**src/rtl/fetch_pc_sequencer.sv**
```systemverilog
// Fetch PC owner: selects the next fetch PC from corrections, interrupts,
// ID jumps, stalls and predictions, and carries PC/valid through IF->ID->EXE.
module fetch_pc_sequencer #(
    parameter int unsigned     PC_W         = 10,
    parameter logic [PC_W-1:0] RESET_VECTOR = '0,
    parameter logic [PC_W-1:0] ISR_VECTOR   = PC_W'(10'h3C0)
) (
    input  logic            CLK,
    input  logic            nrst,
    input  logic            en,
    input  logic            stall,
    input  logic            if_prediction,
    input  logic [PC_W-1:0] if_PBT,
    input  logic [1:0]      exe_correction,
    input  logic [PC_W-1:0] exe_CNI,
    input  logic [PC_W-1:0] exe_PBT,
    input  logic            branch_flush,
    input  logic            id_is_jump,
    input  logic            id_jump_in_bht,
    input  logic [PC_W-1:0] id_branchtarget,
    input  logic            isr_req,
    input  logic            exe_is_mret,
    output logic [PC_W-1:0] if_PC,
    output logic [PC_W-1:0] id_PC,
    output logic [PC_W-1:0] exe_PC,
    output logic            id_valid,
    output logic            exe_valid,
    output logic            ISR_running,
    output logic            isr_ack
);

    typedef enum logic {
        NORMAL = 1'b0,
        ISR    = 1'b1
    } state_t;

    state_t          state_q;
    state_t          state_d;
    logic [PC_W-1:0] saved_pc;

    logic            correction;
    logic            jump_redirect;
    logic            jump_sel;
    logic            isr_take;
    logic            isr_ret;
    logic            flush;
    logic [PC_W-1:0] next_pc;

    assign correction    = exe_correction[1];
    assign jump_redirect = id_valid && id_is_jump && !id_jump_in_bht;

    // Mode register
    always_ff @(posedge CLK or negedge nrst) begin
        if (!nrst) begin
            state_q <= NORMAL;
        end else if (en) begin
            state_q <= state_d;
        end
    end

    // Mode transitions: enter on an accepted request, leave on a return
    always_comb begin
        state_d = state_q;
        if (isr_take) begin
            state_d = ISR;
        end else if (isr_ret) begin
            state_d = NORMAL;
        end
    end

    // Interrupt entry/return decode; a correction defers a pending return
    always_comb begin
        isr_take = 1'b0;
        isr_ret  = 1'b0;
        case (state_q)
            NORMAL: isr_take = isr_req && en && !correction && !jump_redirect && !branch_flush;
            ISR:    isr_ret  = exe_valid && exe_is_mret && !correction;
            default: begin
                isr_take = 1'b0;
                isr_ret  = 1'b0;
            end
        endcase
    end

    // Next-PC priority select and pipeline squash decode
    always_comb begin
        jump_sel = 1'b0;
        if (exe_correction == 2'b11) begin
            next_pc = exe_PBT;
        end else if (exe_correction == 2'b10) begin
            next_pc = exe_CNI;
        end else if (isr_ret) begin
            next_pc = saved_pc;
        end else if (isr_take) begin
            next_pc = ISR_VECTOR;
        end else if (jump_redirect) begin
            next_pc  = id_branchtarget;
            jump_sel = 1'b1;
        end else if (stall) begin
            next_pc = if_PC;
        end else if (if_prediction) begin
            next_pc = if_PBT;
        end else begin
            next_pc = if_PC + PC_W'(1);
        end
        flush = branch_flush || correction || isr_take || isr_ret || jump_sel;
    end

    // PC and IF/ID/EXE pipeline registers; an ID jump advances past a stall
    always_ff @(posedge CLK or negedge nrst) begin
        if (!nrst) begin
            if_PC     <= RESET_VECTOR;
            id_PC     <= '0;
            exe_PC    <= '0;
            id_valid  <= 1'b0;
            exe_valid <= 1'b0;
        end else if (en) begin
            if_PC <= next_pc;
            if (!stall || jump_sel) begin
                id_PC  <= if_PC;
                exe_PC <= id_PC;
            end
            if (flush) begin
                id_valid <= 1'b0;
            end else if (!stall) begin
                id_valid <= 1'b1;
            end
            if (jump_sel) begin
                exe_valid <= id_valid;
            end else if (flush || stall) begin
                exe_valid <= 1'b0;
            end else begin
                exe_valid <= id_valid;
            end
        end
    end

    // Interrupt status, entry pulse and return address
    always_ff @(posedge CLK or negedge nrst) begin
        if (!nrst) begin
            ISR_running <= 1'b0;
            isr_ack     <= 1'b0;
            saved_pc    <= '0;
        end else if (en) begin
            ISR_running <= (state_d == ISR);
            isr_ack     <= isr_take;
            if (isr_take) begin
                saved_pc <= id_valid ? id_PC : if_PC;
            end
        end else begin
            isr_ack <= 1'b0;
        end
    end

endmodule

```
**config.mk**
```make
export PLATFORM = sky130hd
export DESIGN_NAME = fetch_pc_sequencer
export DESIGN_NICKNAME = d
export VERILOG_FILES = /design/src/rtl/fetch_pc_sequencer.sv
export SDC_FILE = /design/constraint.sdc
export NUM_CORES = 1
export LEC_CHECK = 0
export CAP_MARGIN = 20
export CORE_MARGIN = 5
export CORE_UTILIZATION = 45
export CTS_CLUSTER_SIZE = 28
export DETAILED_ROUTE_END_ITERATION = 7
export PLACE_DENSITY = 0.77
export SYNTH_ARGS = -nofsm -noshare
export SYNTH_HDL_FRONTEND = slang
export SYNTH_SLANG_ARGS = --single-unit
export TNS_END_PERCENT = 20
```
**constraint.sdc**
```tcl
create_clock -name CLK -period 1.8 [get_ports CLK]
set_input_delay 0.45 -clock CLK [delete_from_list [all_inputs] [get_ports CLK]]
set_output_delay 0.45 -clock CLK [all_outputs]
set_load 0.005 [all_outputs]
```
**After elaboration in Yosys (flattened, before gate mapping)**

Index checks and enable logic that the tools add are counted.

- Register bits after elaboration: 44
- Logic and storage cells: 60
- Output and inout port bits: 34

- Reductions and logical operators: 25
- Add/sub/neg operators: 1
- Multiplexer cells: 22
- Equal/unequal tests: 4

Operators by type and width:

| kind | number |
|---|---|
| $mux 10 | 8 |
| $mux 1 | 14 |
| $add 10x1->10 const B | 1 |
| $reduce_and 2->1 | 5 |
| $logic_and 1x1->1 | 8 |
| $logic_or 1x1->1 | 6 |
| $ne 6x1->1 const B | 1 |
| $logic_not 1->1 | 5 |
| $eq 2x2->1 const B | 2 |
| $ne 2x1->1 const B | 1 |
| $reduce_bool 2->1 | 1 |

**Longest topological paths before layout**

- Depth after elaboration: 14
- Mapped depth: 8

**Least setup slack after synthesis**

OpenSTA, ideal clock, no wires.

- Path type: input to register
- Start: in exe_correction[1]
- End: reg if_PC[5]
- Path slack: 0.112 ns
- Arrival: 1.567 ns
- Required time: 1.679 ns
- Cell stages on the path: 6
- Buffers on the path: 2
- Cells stage by stage: buf_2 nor4b_4 and2_4 o31ai_2 buf_4 a22o_1

- Longest elaborated chain between the ends: 9
- Elaborated cells between the ends (all ways): 15

Ends and longest elaborated chain:

| element | line | text |
|---|---|---|
| start: declaration | 14 | `input logic [1:0] exe_correction,` |
| $logic_not 1->1 | 76, 77 |  |
| $logic_and 1x1->1 (3 in a row) | 76 | `NORMAL: isr_take = isr_req && en && !correction && !jump_redirect && !branch_flush;` |
| $mux 1 | 75 | `case (state_q)` |
| $mux 10 | 94 | `end else if (isr_take) begin` |
| $mux 10 | 92 | `end else if (isr_ret) begin` |
| $mux 10 | 90 | `end else if (exe_correction == 2'b10) begin` |
| $mux 10 | 88 | `if (exe_correction == 2'b11) begin` |
| end signal: assignment | 118 | `if_PC <= next_pc;` |
| end: declaration | 23 | `output logic [PC_W-1:0] if_PC,` |

Parallel ways exist; a longest one is shown, timed or not.
A chain may end at the register's enable or synchronous reset.

**Final worst setup path**

- Start: in id_jump_in_bht
- End: reg if_PC[7]

- Longest elaborated chain between the ends: 10
- Elaborated cells between the ends (all ways): 13

Ends and longest elaborated chain:

| element | line | text |
|---|---|---|
| start: declaration | 19 | `input logic id_jump_in_bht,` |
| $logic_not 1->1 (*) | 50 | `assign jump_redirect = id_valid && id_is_jump && !id_jump_in_bht;` |
| $logic_and 1x1->1 (*) | 50 |  |
| $logic_not 1->1 | 76 |  |
| $logic_and 1x1->1 (2 in a row) | 76 |  |
| $mux 1 | 75 |  |
| $mux 10 | 94 |  |
| $mux 10 | 92 |  |
| $mux 10 | 90 |  |
| $mux 10 | 88 |  |

Mark *: on every way between the ends. The rest lies on a longest branch, timed or not.

==> metrics.txt <==
status=finished, violations left; failing checks=setup timing; Switch Pwr=between 0.001 and 0.0015 W; max-cap viol count=0; Fmax=548 MHz; Tot Pwr=0.00360 W; GRT Resource Usage Total=0.220; Tightest Pin Transition=between 0.4 and 0.5 ns; Switching Share=0.298; Sinks on Clock Net=44; Distinct cells, synth=49; die outline area=about 7400 um2; vias in the first global route=~2600; kind of cell adding the most delay to the critical path=buffers and inverters; Skew-Pair Late Insertion Delay=about 0.31 ns; Worst slew margin=0.682; Post-DRT Antenna Nets=0; fin cells=between 400 and 500; top cells by area, synth=dfrtp_1 43%, mux2_1 8.3%, mux2i_1 4.6%; post-synthesis sequential area ratio=0.425; Mapped Avg Cell Area=around 9.9 um2; Horiz. Die Dim=about 86 um; CTS tree=yes; largest net degree at the start of global routing=27; CTS H-tree lvls=2; Comb pwr share=0.365; HPWL after DPL=roughly 6000 um; worst path bufs/invs=2; Max clock buf depth=2; drt initial violations=148; Post-synth EDFFs=0; Final WS setup=-0.0255 ns; final core area utilization=0.726; hold slack=approximately 0.090 ns; Int Power=~0.0025 W; Setup crit start kind=primary input; minimum clock period=around 1.8 ns; unrepaired setup endpoints after global routing=yes; Clock Power Share=0.226; Hold Fails Final Rpt=0; register share of total power=0.409; Detailed Routing Iterations Pass 1=4; most frequent cells in the layout=77 x clkdlybuf4s50_1, 40 x dfrtp_1, 40 x buf_4; layout cells sized above 1=0.251; critical register-to-register path startpoint=if_PC[0]; CTS clk-pin slew, worst paths=around 0.09 ns; CP Class=in -> reg; Final Wtd Congestion=around 0.91; fin crit share=1.01; CP max FO=6; Post-synth top flop=dfrtp_1; WL final=8110 um; CP arrival=around 2.0 ns; yosys warns=0; Via Count=approximately 2500; PwrDens=just under 900 nW/um2; Post-Syn Area=roughly 2600 um2; GRT overflow=0; I/O pin count=86; Lkg Pwr=around 1.8 nW; area leader, netlist=dfrtp_1; cell count after synthesis=roughly 260; Mapped Nets=roughly 310; first-pass GRT wire length=12800 um; Port Buf Inserts=85; final setup vio count=2; clk_skew=roughly 0.012 ns; final-stage net count=434; die span in y=approximately 86 um; CP cell instances=clkdlybuf4s50_1, and3b_2, buf_4, o31a_4, nand2b_1, o311ai_2; wire per inst=17.9 um; area delta synth->final=55.3%; CP required=~2.0 ns; Yosys top cell area share=0.425; initial antenna violation count=0; FF+latch count, synth=44; Clock Root Buffer=clkbuf_8; Post-Place Cells=between 400 and 500; DRC Markers=0; Via density=5.46; Antenna Cells=0; Hold Buf Count CTS=0; Worst Hold Class=in -> async; VDD IR max=~700 uV; Setup TNS=-0.0408 ns; crit-path max cell delay=about 0.46 ns; CTS Buf Count=5; CP max-delay cell=clkdlybuf4s50_1; Starting Density=0.467; Final Slew Violations=0; crit path from=id_jump_in_bht; Post-synth ARST share=1.00; Worst Setup End Kind=flip-flop; leading cell type in the layout, fill and taps excluded=clkdlybuf4s50_1; Core Area=about 5500 um2; row count=27
## worst paths after layout
kind / to / slack, ns / depth (start not counted)
worst max register to register: if_PC[8] / 0.05 / 6
min in group CLK: saved_pc[2] / 0.49 / 2
worst max-delay path: if_PC[7] / -0.03 / 6
max in group asynchronous: if_PC[8] / 1.21 / 2
worst min register to register: saved_pc[2] / 0.49 / 2
worst min-delay path: exe_PC[7] / 0.09 / 1
## state kept, by name (all words and copies together), names as in the netlist
signal	flops
exe_PC	10
id_PC	10
if_PC	10
saved_pc	10
ISR_running	1
exe_valid	1
id_valid	1
isr_ack	1
## stage by stage
stage                     cell area [um2]  setup WS (ns)
after detailed placement             3750         -0.457
after global placement               3750         -0.424
after floorplan                      2590          0.112
final                                4020        -0.0255
after global routing                 4020        -0.0846
after CTS                            3890        -0.0308
## synthesized netlist by cell type, types with 4 or more instances
cell,count
a21oi_1,19
buf_2,5
buf_4,4
clkbuf_1,9
dfrtp_1,44
inv_1,5
mux2_1,19
mux2_2,9
mux2i_1,12
nand2_1,30
nand3_1,9
nor2_1,16
nor3_1,5
o21ai_0,18
o31ai_1,4
## area by class of cell
cell class              count  area (um2)
flip-flops and latches     44        1110
fillers                   443        1520
inverters                   5        18.8
repair buffers            133        1250
multi-input cells         192        1430
well taps                  72        90.1
clock buffers               6        82.6
clock inverters             2        38.8
## cell families (layout without fill, tap and decap cells)
| kind of cell | after synthesis | in the layout | share of synthesized area |
|---|---|---|---|
| AOI/OAI and AO/OA | 67 | 67 | 0.178 |
| buffers and inverters | 25 | 146 | 0.0502 |
| adders and majority gates | 1 | 1 | 0.00483 |
| DFF | 44 | 44 | 0.425 |
| muxes | 40 | 40 | 0.168 |
| and+or+nand+nor | 79 | 79 | 0.157 |
| xor gates and xnor gates | 5 | 5 | 0.0169 |
## metal layers
layer  share of wire  global-route usage  vias up
met5               0                   0        -
met4           0.015              0.0763        0
met3           0.057              0.0365        9
met2            0.50               0.359       80
met1            0.43               0.296     1212
li1                -                   -     1179
## repair_timing
item                                    in CTS  in global routing
endpoints found under the setup margin      34                 36
gates cloned                                 0                  1
pin swaps                                    1                  8
hold endpoints to repair                     0                  0
gates resized for setup                      9                 22
buffers inserted                             1                  4
## power by group through the flow
stage               Sequential, W  Combinational (W)  Clock [W]
floorplan                 0.00148           0.000496          0
global placement          0.00148            0.00123          0
detailed placement        0.00149            0.00126          0
CTS                       0.00147            0.00126   0.000819
global route              0.00151            0.00143   0.000861
finish                    0.00147            0.00131   0.000813
Note: power is estimated with default switching activity, not from simulation.
